--- config.mk ---
export PLATFORM = sky130hd
export DESIGN_NAME = fetch_unit_flat
export DESIGN_NICKNAME = d
export VERILOG_FILES = /design/src/rtl/fetch_pkg.sv /design/src/rtl/fetch_if.sv /design/src/rtl/fetch_fifo.sv /design/src/rtl/fetch_unit.sv /design/src/flat_wrapper.sv
export SDC_FILE = /design/constraint.sdc
export NUM_CORES = 1
export LEC_CHECK = 0
export CAP_MARGIN = 20
export CORE_MARGIN = 3
export CORE_UTILIZATION = 25
export DETAILED_ROUTE_END_ITERATION = 10
export GPL_TIMING_DRIVEN = 0
export HOLD_SLACK_MARGIN = 0.06
export PLACE_DENSITY = 0.42
export SYNTH_ARGS = -nofsm -noshare
export SYNTH_HDL_FRONTEND = slang
export SYNTH_SLANG_ARGS = --single-unit
--- constraint.sdc ---
create_clock -name clock -period 5.6 [get_ports clock]
set_input_delay 0.84 -clock clock [delete_from_list [all_inputs] [get_ports clock]]
set_output_delay 0.84 -clock clock [all_outputs]
set_load 0.005 [all_outputs]
--- src/rtl/fetch_pkg.sv ---
// Shared types and constants for the instruction-fetch stage.
package fetch_pkg;

  localparam int unsigned XLEN    = 32;
  localparam int unsigned INSTR_W = 32;

  localparam logic [XLEN-1:0]    DEFAULT_RESET_PC = 32'h0000_0000;
  localparam logic [INSTR_W-1:0] NOP              = 32'h0000_0013;

  typedef struct packed {
    logic [XLEN-1:0]    pc;
    logic [INSTR_W-1:0] instr;
  } fetch_entry_t;

  // Sequential PC step; wraps modulo 2^32.
  function automatic logic [XLEN-1:0] pc_next(input logic [XLEN-1:0] pc);
    return pc + XLEN'(4);
  endfunction

endpackage

--- src/rtl/fetch_if.sv ---
// Fetch-to-decode valid/ready channel carrying the head instruction and its PC.
interface fetch_if;
  import fetch_pkg::*;

  logic               out_valid;
  logic               out_ready;
  logic [INSTR_W-1:0] out_instr;
  logic [XLEN-1:0]    out_pc;

  modport master (output out_valid, output out_instr, output out_pc, input  out_ready);
  modport slave  (input  out_valid, input  out_instr, input  out_pc, output out_ready);

endinterface

--- src/rtl/fetch_fifo.sv ---
// DEPTH-entry synchronous FIFO of fetch entries with flush; head is read from the flops.
module fetch_fifo
  import fetch_pkg::*;
#(
  parameter  int unsigned DEPTH = 2,
  localparam int unsigned PW    = $clog2(DEPTH),
  localparam int unsigned CW    = PW + 1
) (
  input  logic          clock,
  input  logic          reset,
  input  logic          push,
  input  logic          pop,
  input  logic          flush,
  input  fetch_entry_t  wdata,
  output logic [CW-1:0] count,
  output fetch_entry_t  head
);

  fetch_entry_t  mem_q [DEPTH];
  fetch_entry_t  mem_d [DEPTH];
  logic [PW-1:0] wr_q, wr_d;
  logic [PW-1:0] rd_q, rd_d;
  logic [CW-1:0] count_q, count_d;

  // Flush wins; a push into a full FIFO is legal only alongside a pop.
  always_comb begin
    mem_d   = mem_q;
    wr_d    = wr_q;
    rd_d    = rd_q;
    count_d = count_q;
    if (flush) begin
      wr_d    = '0;
      rd_d    = '0;
      count_d = '0;
    end else begin
      if (push) begin
        mem_d[wr_q] = wdata;
        wr_d        = wr_q + PW'(1);
      end
      if (pop) begin
        rd_d = rd_q + PW'(1);
      end
      if (push && !pop) begin
        count_d = count_q + CW'(1);
      end else if (pop && !push) begin
        count_d = count_q - CW'(1);
      end
    end
  end

  always_ff @(posedge clock or posedge reset) begin
    if (reset) begin
      for (int i = 0; i < int'(DEPTH); i++) begin
        mem_q[i] <= '0;
      end
      wr_q    <= '0;
      rd_q    <= '0;
      count_q <= '0;
    end else begin
      mem_q   <= mem_d;
      wr_q    <= wr_d;
      rd_q    <= rd_d;
      count_q <= count_d;
    end
  end

  assign count = count_q;
  assign head  = mem_q[rd_q];

endmodule

--- src/rtl/fetch_unit.sv ---
// Instruction-fetch stage: PC register, next-PC mux, and fetch queue toward decode.
// Optional misaligned-redirect trap is enabled with `define FETCH_MISALIGN_EN.
module fetch_unit
  import fetch_pkg::*;
#(
  parameter logic [XLEN-1:0] RESET_PC = DEFAULT_RESET_PC,
  parameter int unsigned     DEPTH    = 2
) (
  input  logic               clock,
  input  logic               reset,
  output logic [XLEN-1:0]    imem_addr,
  input  logic [INSTR_W-1:0] imem_instr,
  input  logic               redirect,
  input  logic [XLEN-1:0]    redirect_pc,
  fetch_if.master            dec,
  output logic               fetch_fault
);

  localparam int unsigned CW = $clog2(DEPTH) + 1;

  logic [XLEN-1:0] pc_q, pc_d;
  logic [CW-1:0]   count;
  fetch_entry_t    head;
  fetch_entry_t    wdata;
  logic            valid;
  logic            push;
  logic            pop;
  logic            halt;

`ifdef FETCH_MISALIGN_EN
  logic fault_q, fault_d;

  // Sticky until reset; fetching stops but queued entries still drain.
  always_comb begin
    fault_d = fault_q;
    if (redirect && (redirect_pc[1:0] != 2'b00)) begin
      fault_d = 1'b1;
    end
  end

  always_ff @(posedge clock or posedge reset) begin
    if (reset) begin
      fault_q <= 1'b0;
    end else begin
      fault_q <= fault_d;
    end
  end

  assign halt        = fault_q;
  assign fetch_fault = fault_q;
`else
  assign halt        = 1'b0;
  assign fetch_fault = 1'b0;
`endif

  // Redirect masks the head and blocks the write, so the flush drops everything.
  always_comb begin
    valid = (count != '0) && !redirect;
    pop   = valid && dec.out_ready;
    push  = !redirect && !halt && ((count < CW'(DEPTH)) || pop);
    pc_d  = pc_q;
    if (redirect) begin
      pc_d = redirect_pc;
    end else if (push) begin
      pc_d = pc_next(pc_q);
    end
  end

  always_ff @(posedge clock or posedge reset) begin
    if (reset) begin
      pc_q <= RESET_PC;
    end else begin
      pc_q <= pc_d;
    end
  end

  assign wdata = '{pc: pc_q, instr: imem_instr};

  fetch_fifo #(.DEPTH(DEPTH)) u_fifo (
    .clock (clock),
    .reset (reset),
    .push  (push),
    .pop   (pop),
    .flush (redirect),
    .wdata (wdata),
    .count (count),
    .head  (head)
  );

  assign imem_addr     = pc_q;
  assign dec.out_valid = valid;
  assign dec.out_instr = head.instr;
  assign dec.out_pc    = head.pc;

endmodule

--- src/flat_wrapper.sv ---
// flat-port wrapper written by rule: the top's interface ports become plain ports
module fetch_unit_flat import fetch_pkg::*;
#(
  parameter logic [XLEN-1:0] RESET_PC = DEFAULT_RESET_PC,
  parameter int unsigned     DEPTH    = 2
)
  (clock, reset, imem_addr, imem_instr, redirect, redirect_pc, fetch_fault, dec_out_valid, dec_out_instr, dec_out_pc, dec_out_ready);
  fetch_if dec_i ();
  input  logic clock;
  input  logic reset;
  output logic [XLEN-1:0] imem_addr;
  input  logic [INSTR_W-1:0] imem_instr;
  input  logic redirect;
  input  logic [XLEN-1:0] redirect_pc;
  output logic fetch_fault;
  output wire logic [$bits(dec_i.out_valid)-1:0] dec_out_valid;
  output wire logic [$bits(dec_i.out_instr)-1:0] dec_out_instr;
  output wire logic [$bits(dec_i.out_pc)-1:0] dec_out_pc;
  input wire logic [$bits(dec_i.out_ready)-1:0] dec_out_ready;
  assign dec_out_valid = dec_i.out_valid;
  assign dec_out_instr = dec_i.out_instr;
  assign dec_out_pc = dec_i.out_pc;
  assign dec_i.out_ready = dec_out_ready;
  fetch_unit #(.RESET_PC(RESET_PC), .DEPTH(DEPTH)) u_core (.clock(clock), .reset(reset), .imem_addr(imem_addr), .imem_instr(imem_instr), .redirect(redirect), .redirect_pc(redirect_pc), .dec(dec_i), .fetch_fault(fetch_fault));
endmodule
* Yosys cells after proc, flatten, opt, wreduce, memory -nomap -nowiden
Index checks and enable logic that the tools add are counted.
** Storage, ports and cells
- Flip-flop bits (word level) :: 164
- Latch bits :: 0
- RAM bits :: 0
- ROM bits :: 0
- Input bits :: 68
- Output and inout port bits :: 98
- Word-level logic and storage cells :: 50
- Memories kept :: 0
** Cells by class
- $add $sub $neg :: 5
- $mul :: 0
- Div/mod/pow operators :: 0
- Order comparisons :: 4
- Equal/unequal tests :: 0
- Shift operators :: 0
- Muxes and demuxes :: 15
- Bitwise operators :: 3
- Reduce and logical (&&, ||, !) cells :: 15
** Operator list (number)
- 64-bit 2-to-1 mux :: 4
- 128-bit bitwise mux :: 1
- 64-bit demux with 1-bit select :: 1
- 32-bit 2-to-1 mux :: 2
- 32-bit by 3-bit adder with 32-bit output (second input constant) :: 1
- 1-bit logical AND :: 6
- 2-bit 2-to-1 mux :: 3
- 2-bit nonzero test :: 3
- 2-bit greater-or-equal comparator (second input constant) :: 2
- 1-bit 2-to-1 mux :: 4
- 1-bit inverter with 2-bit output :: 2
- 1-bit zero test :: 3
- 3-bit nonzero test :: 1
- 1-bit adder (second input constant) :: 2
- 2-bit by 1-bit adder with 2-bit output (second input constant) :: 1
- 2-bit by 1-bit less-than comparator with 1-bit output (second input constant) :: 1
- 2-bit less-than comparator (second input constant) :: 1
- 2-bit AND reduction :: 1
- 2-bit by 1-bit subtractor with 2-bit output (second input constant) :: 1
- 1-bit logical OR :: 1
- 1-bit inverter :: 1

* Logic depth before layout (Yosys ltp)
- Depth in word-level cells :: 10
- Depth in mapped cells :: 7
- Depth with buffers taken out :: 5

* Modules after synthesis
A second synthesis with hierarchy kept.
** Unflattened totals
- Cell total of the unflattened synthesis :: 563
- Area, all modules :: 7867.5 µm²
** By module, submodules not included
- fetch_fifo :: instances 1, cells each 360, area each 6037.0 µm², sequential area each 3303.2 µm²
- fetch_unit :: instances 1, cells each 203, area each 1830.5 µm², sequential area each 800.8 µm²

* Worst setup path after synthesis
No wires, ideal clock.
- Path type :: input to output
- Start point :: input redirect
- End point :: output dec_out_valid
- Arrival :: 1.782 ns
- Required time :: 4.760 ns
- Setup slack :: 2.978 ns
- Stages on the path :: 4
- Buffers on the path :: 3
- Cells stage by stage :: clkbuf_1 clkbuf_1 buf_1 nor2_1
** On the way
- Longest elaborated chain between the ends :: 2
** Ends and longest elaborated chain
- start, declared :: RTL line flat_wrapper.sv:13 : input logic redirect;
- 1-bit zero test :: RTL line fetch_unit.sv:58 : valid = (count != '0) && !redirect;
- 1-bit logical AND :: RTL line fetch_unit.sv:58
- end, declared :: RTL line flat_wrapper.sv:16 : output wire logic [$bits(dec_i.out_valid)-1:0] dec_out_valid;
No other way between the ends.

* Worst setup path after layout
- Start point :: register u_core.u_fifo.rd_q
- End point :: output dec_out_pc[15]
** On the way
- Longest elaborated chain between the ends :: 4
** Ends and longest elaborated chain
- start, declared :: RTL line fetch_fifo.sv:22 : logic [PW-1:0] rd_q, rd_d;
- start signal, assigned :: RTL line fetch_fifo.sv:62 : rd_q <= rd_d;
- 1-bit inverter with 2-bit output (not written as such) :: RTL line fetch_fifo.sv:68 : assign head = mem_q[rd_q];
- 64-bit 2-to-1 mux (not written as such) (3 in a row) :: RTL line fetch_fifo.sv:68
- end, declared :: RTL line flat_wrapper.sv:18 : output wire logic [$bits(dec_i.out_pc)-1:0] dec_out_pc;
No other way between the ends. The select of a mux whose other input is x is not followed.

==> impl_metrics.py <==
metrics = {
    "status": {
        "status": "complete, no violations",
    },
    "clock_network": {
        "h-tree-depth": 4,
        "cts_sinks": 164,
        "clk_latency_ps": 430,
        "cts_buffer_depth": 2,
        "cts_inserted_buffers": 17,
        "cts_root_buffer": "clkbuf_16",
        "hold_buffers": 0,
        "clkSlewWorstSetupHoldPaths_ps": 70,
        "cts_tree": "done",
        "cts_setup_buffers": 0,
        "cts_resized": 0,
    },
    "sta": {
        "rsz0062_at_grt": "no",
        "setup_viol_count_final": 0,
        "min_period_over_period": 0.662,
        "fmax_mhz": 270,
        "hold_viol": 0,
        "skew_ps": 10.6,
        "period_minus_slack_ps": 3700,
        "slew_headroom": 0.335,
        "fin_ws_ps": 1900,
        "drv_slew": 0,
        "holdWs_ps": 502,
        "worst_pin_slew_ps": 992,
    },
    "die": {
        "dieArea_mm2": 0.0328,
        "num_io_pins": 166,
        "initial_core_util": 0.256,
        "die_y_um": 181,
        "core.rowCount": 63,
        "fp.coreArea_mm2": 0.0300,
        "fp.dieW_um": 181,
    },
    "critical_path": {
        "worst_setup_path_start_kind": "flip-flop",
        "cp_common_cell": "clkbuf_1",
        "worst_path_max_delay_cell": "clkbuf_1",
        "cp-end-kind": "output port",
        "r2r-start": "u_core.u_fifo.count[1]$_DFFE_PP0P_",
        "startpoint": "u_core.u_fifo.rd_q$_DFFE_PP0P_",
        "cp_max_fo": 10,
        "cpPeakStageDelay_ps": 680,
        "cp.arrival_ps": 2860,
        "critPathRequiredTime_ps": 4760,
        "crit_type": "reg2out",
        "crit_chain": "clkbuf_1 -> clkbuf_1 -> mux2_2 -> clkdlybuf4s50_1",
        "crit_family": "buffers and inverters",
        "cp_num_buf_inv": 3,
    },
    "global_route": {
        "grt_pass1_vias": 5853,
        "grt_pass1_wl_mm": 35.3,
        "grt_overflow": 0,
        "grt_start_max_net_pins": 91,
        "antenna_found_initial": 0,
        "grt.total_usage": 0.137,
    },
    "power_and_ir_drop": {
        "p_leak_uw": 0.00409,
        "ir_drop_mv": 0.181,
        "power.internal_uw": 2750,
        "power_frac_seq": 0.423,
        "power.density_mw_per_mm2": 361,
        "p_sw_frac": 0.270,
        "p_comb_frac": 0.258,
        "switchingPower_uw": 1020,
        "p_clk_frac": 0.319,
    },
    "logic_synthesis": {
        "async_reset_ff_frac": 1.00,
        "yosys.area.top_type": "dfrtp_1",
        "ys_seq_elements": 164,
        "synthCells": 588,
        "synth_seq_area_share": 0.535,
        "synth_edf_count": 0,
        "ys_top_cells_by_area": "dfrtp_1, mux2_2, nand2_1",
        "synth.avg_cell_area_um2": 13.1,
        "synth_nets": 657,
        "ys_types": 52,
        "synth_top_cell_area_share": 0.535,
        "syn-cell-area_mm2": 0.00768,
        "ys.flop_type": "dfrtp_1",
        "ys_warn_count": 0,
    },
    "routing": {
        "drt_iter0_drc": 197,
        "ant_nets": 0,
        "drt_first_pass_iters": 4,
        "wl_per_cell_um": 19.0,
        "drt-total-wl_mm": 22.3,
        "vias": 5443,
        "vias_per_cell": 4.64,
        "drc": 0,
    },
    "place": {
        "post-place-ws_ps": 1810,
        "dpl-instance-area_mm2": 0.00983,
        "dp.cells": 1142,
        "gp_routability_congestion": 0.771,
        "hpwl_mm": 15.6,
        "portBuffers": 163,
    },
    "worst_hold_path": {
        "hold_class": "reg2reg",
        "min_from": "u_core.u_fifo.mem_q[125]$_DFFE_PP0P_",
    },
    "final_layout": {
        "design_area_mm2": 0.0104,
        "area_growth_pct": 35.7,
        "fin_nets": 840,
        "final_common_cell": "mux2_2",
        "fin_cells": 1173,
        "final_cell_mix": "mux2_2, dfrtp_1, clkdlybuf4s50_1",
        "drive_gt1_frac": 0.333,
        "antennaDiodeCount": 0,
    },
    "run": {
        "drv_cap": 0,
    },
}
==> layout make-up <==
| type | instances | area, µm² |
|---|---|---|
| Buffer | 39 | 224 |
| Clock buffer | 18 | 439 |
| Clock inverter | 13 | 149 |
| Fill cell | 2953 | 19500 |
| Inverter | 10 | 45.0 |
| Multi-Input combinational cell | 375 | 3310 |
| Sequential cell | 164 | 4100 |
| Tap cell | 390 | 488 |
| Timing Repair Buffer | 164 | 1660 |
==> Yosys cell counts, types with 3 or more instances <==
| cell type | n |
|---|---|
| mux2_2 | 194 |
| dfrtp_1 | 164 |
| nand2_1 | 30 |
| nor2_1 | 23 |
| buf_2 | 15 |
| clkbuf_1 | 15 |
| o21ai_0 | 15 |
| nand3_1 | 14 |
| nand4_1 | 12 |
| a31oi_1 | 10 |
| inv_1 | 10 |
| xnor2_1 | 10 |
| o31ai_1 | 7 |
| or4_1 | 7 |
| a311o_1 | 5 |
| nor3_1 | 5 |
| buf_6 | 4 |
| and4_2 | 3 |
| nor4_1 | 3 |
| nor4b_1 | 3 |
| xor2_1 | 3 |
==> through the flow <==
stage          utilization  setup TNS, ps  total power (µW)
2_1_floorplan            -              0              2080
3_3_place_gp         0.327        -340930              2570
3_5_place_dp         0.328              0              2610
4_1_cts              0.348              0              3830
5_1_grt              0.348              0              3970
6_report             0.348              0              3760
==> cell families after synthesis <==
family,Yosys count,synth area share
xor+xnor,13,0.0148
fa+ha+maj,1,0.00163
simple gates,115,0.0835
other cells,1,0.000489
mux,195,0.286
flops,164,0.535
buf+inv,49,0.0341
compound gates,50,0.0450
==> worst reg2reg max path, cell delays in order, from the launching register on <==
cell and delay [ps]:
dfrtp_1 380, buf_6 140, nor2b_4 130, buf_6 150, nor3_2 750, buf_2 440, mux2_2 380
==> flip-flops by register name, indices dropped and copies added (netlist names) <==
name	cells
u_core.u_fifo.count	2
u_core.u_fifo.rd_q	1
u_core.imem_addr	32
u_core.u_fifo.mem_q	128
u_core.u_fifo.wr_q	1
==> power by group through the flow <==
stage	clock network [µW]	registers (µW)	logic, µW
after floorplan	0	1570	515
after global placement	0	1600	973
after detailed placement	0	1620	987
after CTS	1240	1600	995
after global routing	1290	1630	1050
final	1200	1590	971
==> routing by layer <==
metal,share of wire,routed length [µm],global-route usage,vias up
li1,-,-,-,2504
met1,0.47,10500,0.185,2764
met2,0.48,10700,0.224,158
met3,0.037,825,0.0290,17
met4,0.012,267,0.0323,0
met5,0,0,0,-
==> final timing paths <==
path                                                        end  slack (ps)  cells past startpoint
min reg2reg                u_core.u_fifo.mem_q[125]$_DFFE_PP0P_         500                      1
max reg2reg                u_core.u_fifo.mem_q[120]$_DFFE_PP0P_        3120                      6
max                                              dec_out_pc[15]        1900                      4
max in group asynchronous      u_core.imem_addr[29]$_DFFE_PP0P_        3810                      3
min in group asynchronous    u_core.u_fifo.mem_q[8]$_DFFE_PP0P_         930                      2
min                        u_core.u_fifo.mem_q[125]$_DFFE_PP0P_         500                      1
No activity file was read; power rests on OpenSTA's default activity.
